--- src/rtl/shift_reg_seq_if.sv ---
// shift_reg_seq bus: command inputs and register status.
// master drives commands, slave is the register.
interface shift_reg_seq_if #(
    parameter int WIDTH = 8,
    parameter int CNT_W = 4
);
    logic             en;
    logic [2:0]       mode;
    logic [WIDTH-1:0] d;
    logic             sin_l;
    logic             sin_r;
    logic             start;
    logic [CNT_W-1:0] n;
    logic [WIDTH-1:0] q;
    logic             sout_l;
    logic             sout_r;
    logic             busy;
    logic             done;

    modport master (
        output en, mode, d, sin_l, sin_r, start, n,
        input  q, sout_l, sout_r, busy, done
    );

    modport slave (
        input  en, mode, d, sin_l, sin_r, start, n,
        output q, sout_l, sout_r, busy, done
    );
endinterface

--- src/rtl/shift_reg_seq.sv ---
// WIDTH-bit universal register with hold/load/shift/rotate/clear
// and a sequencer that repeats a shift or rotate n times.
module shift_reg_seq #(
    parameter int               WIDTH     = 8,
    parameter logic [WIDTH-1:0] RESET_VAL = '0,
    parameter int               CNT_W     = 4
) (
    input logic            clk,
    input logic            rst,
    shift_reg_seq_if.slave bus
);
    typedef enum logic [1:0] {
        IDLE,
        RUN,
        DONE
    } state_t;

    state_t           state;
    logic [WIDTH-1:0] q_r;
    logic [CNT_W-1:0] cnt;
    logic [2:0]       mode_r;
    logic             busy_r;
    logic             done_r;
    logic             seq_op;

    function automatic logic [WIDTH-1:0] apply_op(
        input logic [2:0]       op,
        input logic [WIDTH-1:0] v,
        input logic [WIDTH-1:0] dv,
        input logic             sl,
        input logic             sr
    );
        logic [WIDTH-1:0] r;
        r = v;
        unique case (op)
            3'b000: r = v;
            3'b001: r = dv;
            3'b010: r = {v[WIDTH-2:0], sr};
            3'b011: r = {sl, v[WIDTH-1:1]};
            3'b100: r = {v[WIDTH-2:0], v[WIDTH-1]};
            3'b101: r = {v[0], v[WIDTH-1:1]};
            3'b110: r = {v[WIDTH-1], v[WIDTH-1:1]};
            3'b111: r = '0;
        endcase
        return r;
    endfunction

    // Only the shift/rotate family can be sequenced.
    always_comb begin
        seq_op = 1'b0;
        unique case (1'b1)
            (bus.mode == 3'b000): seq_op = 1'b0;
            (bus.mode == 3'b001): seq_op = 1'b0;
            (bus.mode == 3'b111): seq_op = 1'b0;
            default:              seq_op = 1'b1;
        endcase
    end

    // Sequencer FSM and register update with registered status.
    always_ff @(posedge clk) begin
        if (rst) begin
            state  <= IDLE;
            q_r    <= RESET_VAL;
            cnt    <= '0;
            mode_r <= '0;
            busy_r <= 1'b0;
            done_r <= 1'b0;
        end else begin
            unique case (state)
                IDLE, DONE: begin
                    if (bus.start && seq_op) begin
                        if (bus.n != '0) begin
                            mode_r <= bus.mode;
                            cnt    <= bus.n;
                            state  <= RUN;
                            busy_r <= 1'b1;
                            done_r <= 1'b0;
                        end else begin
                            state  <= DONE;
                            busy_r <= 1'b0;
                            done_r <= 1'b1;
                        end
                    end else begin
                        if (bus.en) begin
                            q_r <= apply_op(bus.mode, q_r, bus.d,
                                            bus.sin_l, bus.sin_r);
                        end
                        state  <= IDLE;
                        busy_r <= 1'b0;
                        done_r <= 1'b0;
                    end
                end
                RUN: begin
                    if (bus.en) begin
                        q_r <= apply_op(mode_r, q_r, bus.d,
                                        bus.sin_l, bus.sin_r);
                        cnt <= cnt - CNT_W'(1);
                        if (cnt == CNT_W'(1)) begin
                            state  <= DONE;
                            busy_r <= 1'b0;
                            done_r <= 1'b1;
                        end
                    end
                end
                default: begin
                    state  <= IDLE;
                    busy_r <= 1'b0;
                    done_r <= 1'b0;
                end
            endcase
        end
    end

    assign bus.q      = q_r;
    assign bus.sout_l = q_r[WIDTH-1];
    assign bus.sout_r = q_r[0];
    assign bus.busy   = busy_r;
    assign bus.done   = done_r;
endmodule

--- src/flat_wrapper.sv ---
// flat-port wrapper written by rule: the top's interface ports become plain ports
module shift_reg_seq_flat 
#(
    parameter int               WIDTH     = 8,
    parameter logic [WIDTH-1:0] RESET_VAL = '0,
    parameter int               CNT_W     = 4
)
  (clk, rst, bus_en, bus_mode, bus_d, bus_sin_l, bus_sin_r, bus_start, bus_n, bus_q, bus_sout_l, bus_sout_r, bus_busy, bus_done);
  shift_reg_seq_if #(.WIDTH(WIDTH), .CNT_W(CNT_W)) bus_i ();
  input logic clk;
  input logic rst;
  input wire logic [$bits(bus_i.en)-1:0] bus_en;
  input wire logic [$bits(bus_i.mode)-1:0] bus_mode;
  input wire logic [$bits(bus_i.d)-1:0] bus_d;
  input wire logic [$bits(bus_i.sin_l)-1:0] bus_sin_l;
  input wire logic [$bits(bus_i.sin_r)-1:0] bus_sin_r;
  input wire logic [$bits(bus_i.start)-1:0] bus_start;
  input wire logic [$bits(bus_i.n)-1:0] bus_n;
  output wire logic [$bits(bus_i.q)-1:0] bus_q;
  output wire logic [$bits(bus_i.sout_l)-1:0] bus_sout_l;
  output wire logic [$bits(bus_i.sout_r)-1:0] bus_sout_r;
  output wire logic [$bits(bus_i.busy)-1:0] bus_busy;
  output wire logic [$bits(bus_i.done)-1:0] bus_done;
  assign bus_i.en = bus_en;
  assign bus_i.mode = bus_mode;
  assign bus_i.d = bus_d;
  assign bus_i.sin_l = bus_sin_l;
  assign bus_i.sin_r = bus_sin_r;
  assign bus_i.start = bus_start;
  assign bus_i.n = bus_n;
  assign bus_q = bus_i.q;
  assign bus_sout_l = bus_i.sout_l;
  assign bus_sout_r = bus_i.sout_r;
  assign bus_busy = bus_i.busy;
  assign bus_done = bus_i.done;
  shift_reg_seq #(.WIDTH(WIDTH), .RESET_VAL(RESET_VAL), .CNT_W(CNT_W)) u_core (.clk(clk), .rst(rst), .bus(bus_i));
endmodule
--- config.mk ---
export PLATFORM = sky130hd
export DESIGN_NAME = shift_reg_seq_flat
export DESIGN_NICKNAME = d
export VERILOG_FILES = /design/src/rtl/shift_reg_seq_if.sv /design/src/rtl/shift_reg_seq.sv /design/src/flat_wrapper.sv
export SDC_FILE = /design/constraint.sdc
export NUM_CORES = 1
export LEC_CHECK = 0
export ABC_CLOCK_PERIOD_IN_PS = 4900
export BUFFER_PORTS_ARGS = -buffer_cell sky130_fd_sc_hd__clkbuf_2
export CAP_MARGIN = 40
export CORE_MARGIN = 8
export CORE_UTILIZATION = 59
export DETAILED_ROUTE_END_ITERATION = 12
export PLACE_DENSITY = 0.94
export SKIP_LAST_GASP = 1
export SYNTH_ARGS = -nofsm -noshare
export SYNTH_HDL_FRONTEND = slang
export SYNTH_SLANG_ARGS = --single-unit
export TNS_END_PERCENT = 50
--- constraint.sdc ---
create_clock -name clk -period 4.9 [get_ports clk]
set_input_delay 0.49 -clock clk [delete_from_list [all_inputs] [get_ports clk]]
set_output_delay 0.49 -clock clk [all_outputs]
set_load 0.01 [all_outputs]
Yosys cells after proc, flatten, opt, wreduce, memory -nomap -nowiden
Index checks and enable logic that the tools add are counted.
{ "op_classes": {"n_bitwise": 0, "shift": 0, "n_eq_ne": 27, "n_addsub": 1, "mul": 0, "order_cmp": 0, "div": 0, "n_reduce_logical": 13, "muxes": 26} }
{ "ops": {"columns": ["operator", "count"], "rows": [
  ["$pmux 8 s7", 2],
  ["$eq 3x3->1 const B", 8],
  ["$mux 8", 3],
  ["$pmux 8 s2", 1],
  ["$ne 2x2->1 const B", 7],
  ["$eq 3x2->1 const B", 4],
  ["$mux 4", 3],
  ["$mux 1", 9],
  ["$mux 2", 4],
  ["$pmux 4 s2", 1],
  ["$reduce_and 8->1", 1],
  ["$eq 3x1->1 const B", 2],
  ["$logic_not 3->1", 2],
  ["$ne 2x1->1 const B", 3],
  ["$reduce_and 6->1", 1],
  ["$eq 4x1->1 const B", 1],
  ["$pmux 1 s2", 2],
  ["$pmux 2 s2", 1],
  ["$reduce_and 4->1", 1],
  ["$reduce_bool 4->1", 1],
  ["$sub 4x1->4 const B", 1],
  ["$reduce_and 3->1", 1],
  ["$reduce_or 3->1", 1],
  ["$eq 2x1->1 const B", 1],
  ["other kinds (6)", 6]
]} }
{ "totals": {"latch_bits": 0, "ram_bits": 0, "reg_bits": 19, "inputBits": 21, "out_inout_bits": 12, "mem_count": 0, "mem_bits_ro": 0} }

Logic depth before layout (Yosys ltp)
{ "depth": {"word_depth": 6, "ltp_mapped": 7} }

Worst setup path before layout
OpenSTA, ideal clock, no wires.
{ "synth_path": {"path_type": "input -> register", "from": "in bus_mode[2]", "to": "reg u_core.q_r[1], in the netlist u_core.bus.q[1]", "arrival_ns": 1.863, "path_stages": 7, "setup_time_ns": 0.077, "n_path_buf": 3, "setup_slack_ns": 2.960, "cell_sequence": "or2_1 buf_2 and3_4 buf_6 or4_1 buf_2 o22ai_1"} }
{ "synth_via": {"elab_chain_cells": 6, "elab_cells_between_ends": 18} }
{ "synth_rtl": {"columns": ["item", "line_no", "rtl"], "rows": [
  ["start: declaration", "flat_wrapper.sv:13", "input wire logic [$bits(bus_i.mode)-1:0] bus_mode;"],
  ["$eq 3x3->1 (tied with other cells)", "shift_reg_seq.sv:35, shift_reg_seq.sv:54", null],
  ["$reduce_or 3->1 (no source line)", null, null],
  ["$mux 1", "shift_reg_seq.sv:51", "unique case (1'b1)"],
  ["$logic_and 1x1->1", "shift_reg_seq.sv:71", "if (bus.start && seq_op) begin"],
  ["$ne 2x2->1 (no source line)", null, null],
  ["$reduce_and 6->1 (no source line)", null, null],
  ["end signal: assignment", "shift_reg_seq.sv:85", "q_r <= apply_op(bus.mode, q_r, bus.d,"],
  ["end signal: assignment", "shift_reg_seq.sv:95", "q_r <= apply_op(mode_r, q_r, bus.d,"],
  ["end: declaration", "shift_reg_seq.sv:19", "logic [WIDTH-1:0] q_r;"]
]} }
Several ways; a longest one is shown, not always the timed one. The select of a mux whose other input is x is not followed.
A chain may end at the register's enable or synchronous reset.

Worst setup path in the final report
{ "layout_path": {"from": "reg u_core.mode_r[1]", "to": "reg u_core.q_r[0], in the netlist u_core.bus.q[0]"} }
{ "layout_via": {"elab_chain_cells": 4, "elab_cells_between_ends": 13} }
{ "layout_rtl": {"columns": ["item", "line_no", "rtl"], "rows": [
  ["start: declaration", "shift_reg_seq.sv:21", "logic [2:0] mode_r;"],
  ["start signal: assignment", "shift_reg_seq.sv:73", "mode_r <= bus.mode;"],
  ["$eq 3x3->1 (tied with other cells)", "shift_reg_seq.sv:35", "unique case (op)"],
  ["$pmux 8 s7", "shift_reg_seq.sv:35", null],
  ["$mux 8", "shift_reg_seq.sv:94", "if (bus.en) begin"],
  ["$pmux 8 s2", "shift_reg_seq.sv:69", "unique case (state)"]
]} }
Several ways; a longest one is shown, not always the timed one. The select of a mux whose other input is x is not followed.

==> results.cfg <==
[logic_synthesis]
yosysSeqAreaShare_pct = 23.3
synth_top_area_share_pct = 23.3
yosys_register_bits = 18
synth_cell_type_count = 44
synth_cells = 198
ys.flop_type = dfxtp_1
synth_edf_count = 0
yosysTopAreaCell = dfxtp_1
synth-async-reset-ratio_pct = 0
synth.net_count = 221
yosys_warnings = 0
synth_common_cells = 18 x dfxtp_1, 17 x nor2_1, 14 x mux2i_1
synth_area_per_cell_um2 = 7.82
yosysMostFrequentCell = dfxtp_1
synth.area.top_cells = dfxtp_1 23%, mux2i_1 9.0%, o2111ai_1 4.5%, o31ai_1 4.4%, nor2_1 4.1%
synth_area_um2 = 1550

[cts]
clock_latency_ns = 0.30
numCtsBuffers = 3
cts_root_buf = clkbuf_4
cts_resized = 0
post_cts_buffers = 0
cts_tree = done
clockBufferDepth = 2
htree_levels = 1
cts_sinks = 18
clkSlewWorstSetupHoldPaths_ns = 0.11
cts-hold-fix-buffers = 0

[die]
dieArea_um2 = 4520
core_um2 = 2480
fp.dieW_um = 67.2
io_pins = 33
start_util_pct = 62.5
placementRows = 18
die_h_um = 67.2

[place]
gp_congestion = 0.866
placed_cell_area_um2 = 1660
dp_hpwl_um = 2890
place_ws_ns = 2.64
io_buffers = 32

[setup_path]
critPathMaxStageDelay_ns = 0.79
worstPathCellList = or2_2 -> o31ai_1 -> nor3_1 -> a311oi_1
critPathKind = flip-flop to flip-flop
arrival_ns = 2.39
crit_slowest_cell = dfxtp_1
crit_buf_inv = 0
endpoint_kind = flip-flop
critical-path-top-delay-family = simple AND/OR/NAND/NOR gates
startpoint_type = flip-flop
cp_max_fo = 23
critPathRequiredTime_ns = 5.05

[timing]
finalMaxSlewViolations = 0
period_minus_slack_ns = 2.24
fin_ws_ns = 2.66
setup_viol = 0
fin_skew_ns = 0.000737
final-hold-violation-count = 0
period_share_pct = 45.7
max_freq_mhz = 447
slew_headroom_pct = 44.1
rsz0062_at_grt = no
worst_pin_slew_ns = 0.832
setup-tns-final_ns = 0

[global_route]
track_usage_pct = 18.9
grt_pass1_vias = 1574
grt_pass1_wl_um = 6960
antenna_found_initial = 0
grt_max_degree = 24
grt_overflow = 0

[route]
vias = 1673
drt-vias-per-instance = 6.83
route.detailed.drc = 0
detail_route.first_pass.iterations = 4
post_drt_wl_per_cell_um = 17.0
drt_iter0_markers = 162
routed_wl_um = 4160
drtAntennaViolNets = 0

[layout]
fin_area_um2 = 1700
nets = 239
postLayoutCoreUtil_pct = 68.4
final_layout_size_suffix_gt1_share_pct = 21.4
syn_to_final_growth_pct = 9.45
antenna_cells = 0

[power]
leakage_nw = 0.652
peakVddDrop_mv = 0.171
power.density_nw_per_um2 = 243

[hold_path]
worstHoldPathType = primary input to flip-flop

[flow_run]
cap_violations = 0

[run_status]
status = complete, no violations
flip-flops by register name, summed over array words and instances (netlist names):
register / count
u_core.cnt: 4
u_core.bus.done: 1
u_core.state: 1
u_core.mode_r: 3
u_core.bus.busy: 1
u_core.bus.q: 8
layout make-up:
| type | instances | area [µm²] |
|---|---|---|
| Multi-Input combinational cell | 156 | 1080 |
| Inverter | 4 | 15.0 |
| Sequential cell | 18 | 360 |
| Clock buffer | 4 | 36.3 |
| Tap cell | 30 | 37.5 |
| Timing Repair Buffer | 33 | 168 |
| Fill cell | 220 | 782 |
routing by layer:
metal | vias to the layer above | wire, µm | GRT usage (%)
li1 | 785 | - | -
met1 | 787 | 1740 | 24.1
met2 | 92 | 1950 | 31.1
met3 | 9 | 383 | 1.99
met4 | 0 | 89 | 9.14
met5 | - | 0 | 0
per-stage QoR:
stage / hold slack [ns] / power [W] / cells
detailed placement: 0.458 / 0.000316 / 241
floorplan: 0.445 / 0.000280 / 198
global placement: 0.445 / 0.000313 / 241
global route: 0.501 / 0.000432 / 245
finish: 0.467 / 0.000412 / 245
CTS: 0.473 / 0.000407 / 245
power by group:
group,switching [W],total (W),internal (W),leakage (nW)
Clock,0.0000507,0.0000960,0.0000454,0.0210
Sequential,0.0000251,0.000184,0.000159,0.147
Combinational,0.0000714,0.000132,0.0000604,0.484
Total,0.000147,0.000412,0.000264,0.652
cells by family after synthesis:
| family | count (synthesis) | synth area share (%) |
|---|---|---|
| simple gates | 77 | 29.5 |
| compound gates | 61 | 28.4 |
| buf+inv | 24 | 7.11 |
| flops | 18 | 23.3 |
| mux | 14 | 9.05 |
| xor+xnor | 2 | 1.13 |
| fa+ha+maj | 2 | 1.62 |
worst paths after layout:
| path | from | end | slack (ns) | cells past startpoint |
|---|---|---|---|---|
| setup reg to reg | u_core.mode_r[1] | u_core.bus.q[0] | 2.66 | 4 |
| hold / removal | bus_n[0] | u_core.cnt[0] | 0.47 | 3 |
| hold reg to reg | u_core.bus.busy | u_core.bus.busy | 0.48 | 2 |
| setup / recovery | u_core.mode_r[1] | u_core.bus.q[0] | 2.66 | 4 |
worst reg2reg max path, cell delays in order (launching register included):
cell      delay [ns]
dfxtp_1         0.79
or2_2           0.27
o31ai_1         0.12
nor3_1          0.73
a311oi_1        0.17
cells in the final DEF (no fill, tap or decap), drive strengths merged, types with 3 or more instances in the layout:
cell / instances
a21o: 4
a21oi: 9
a22o: 6
and3b: 3
clkbuf: 36
dfxtp: 18
inv: 4
mux2i: 14
nand2: 10
nand2b: 9
nand3: 3
nand4b: 6
nor2: 17
nor2b: 4
nor3: 5
o2111ai: 8
o21ai: 7
o22ai: 6
o31ai: 9
or3: 3
or3b: 6
(Power assumes the default switching activity.)
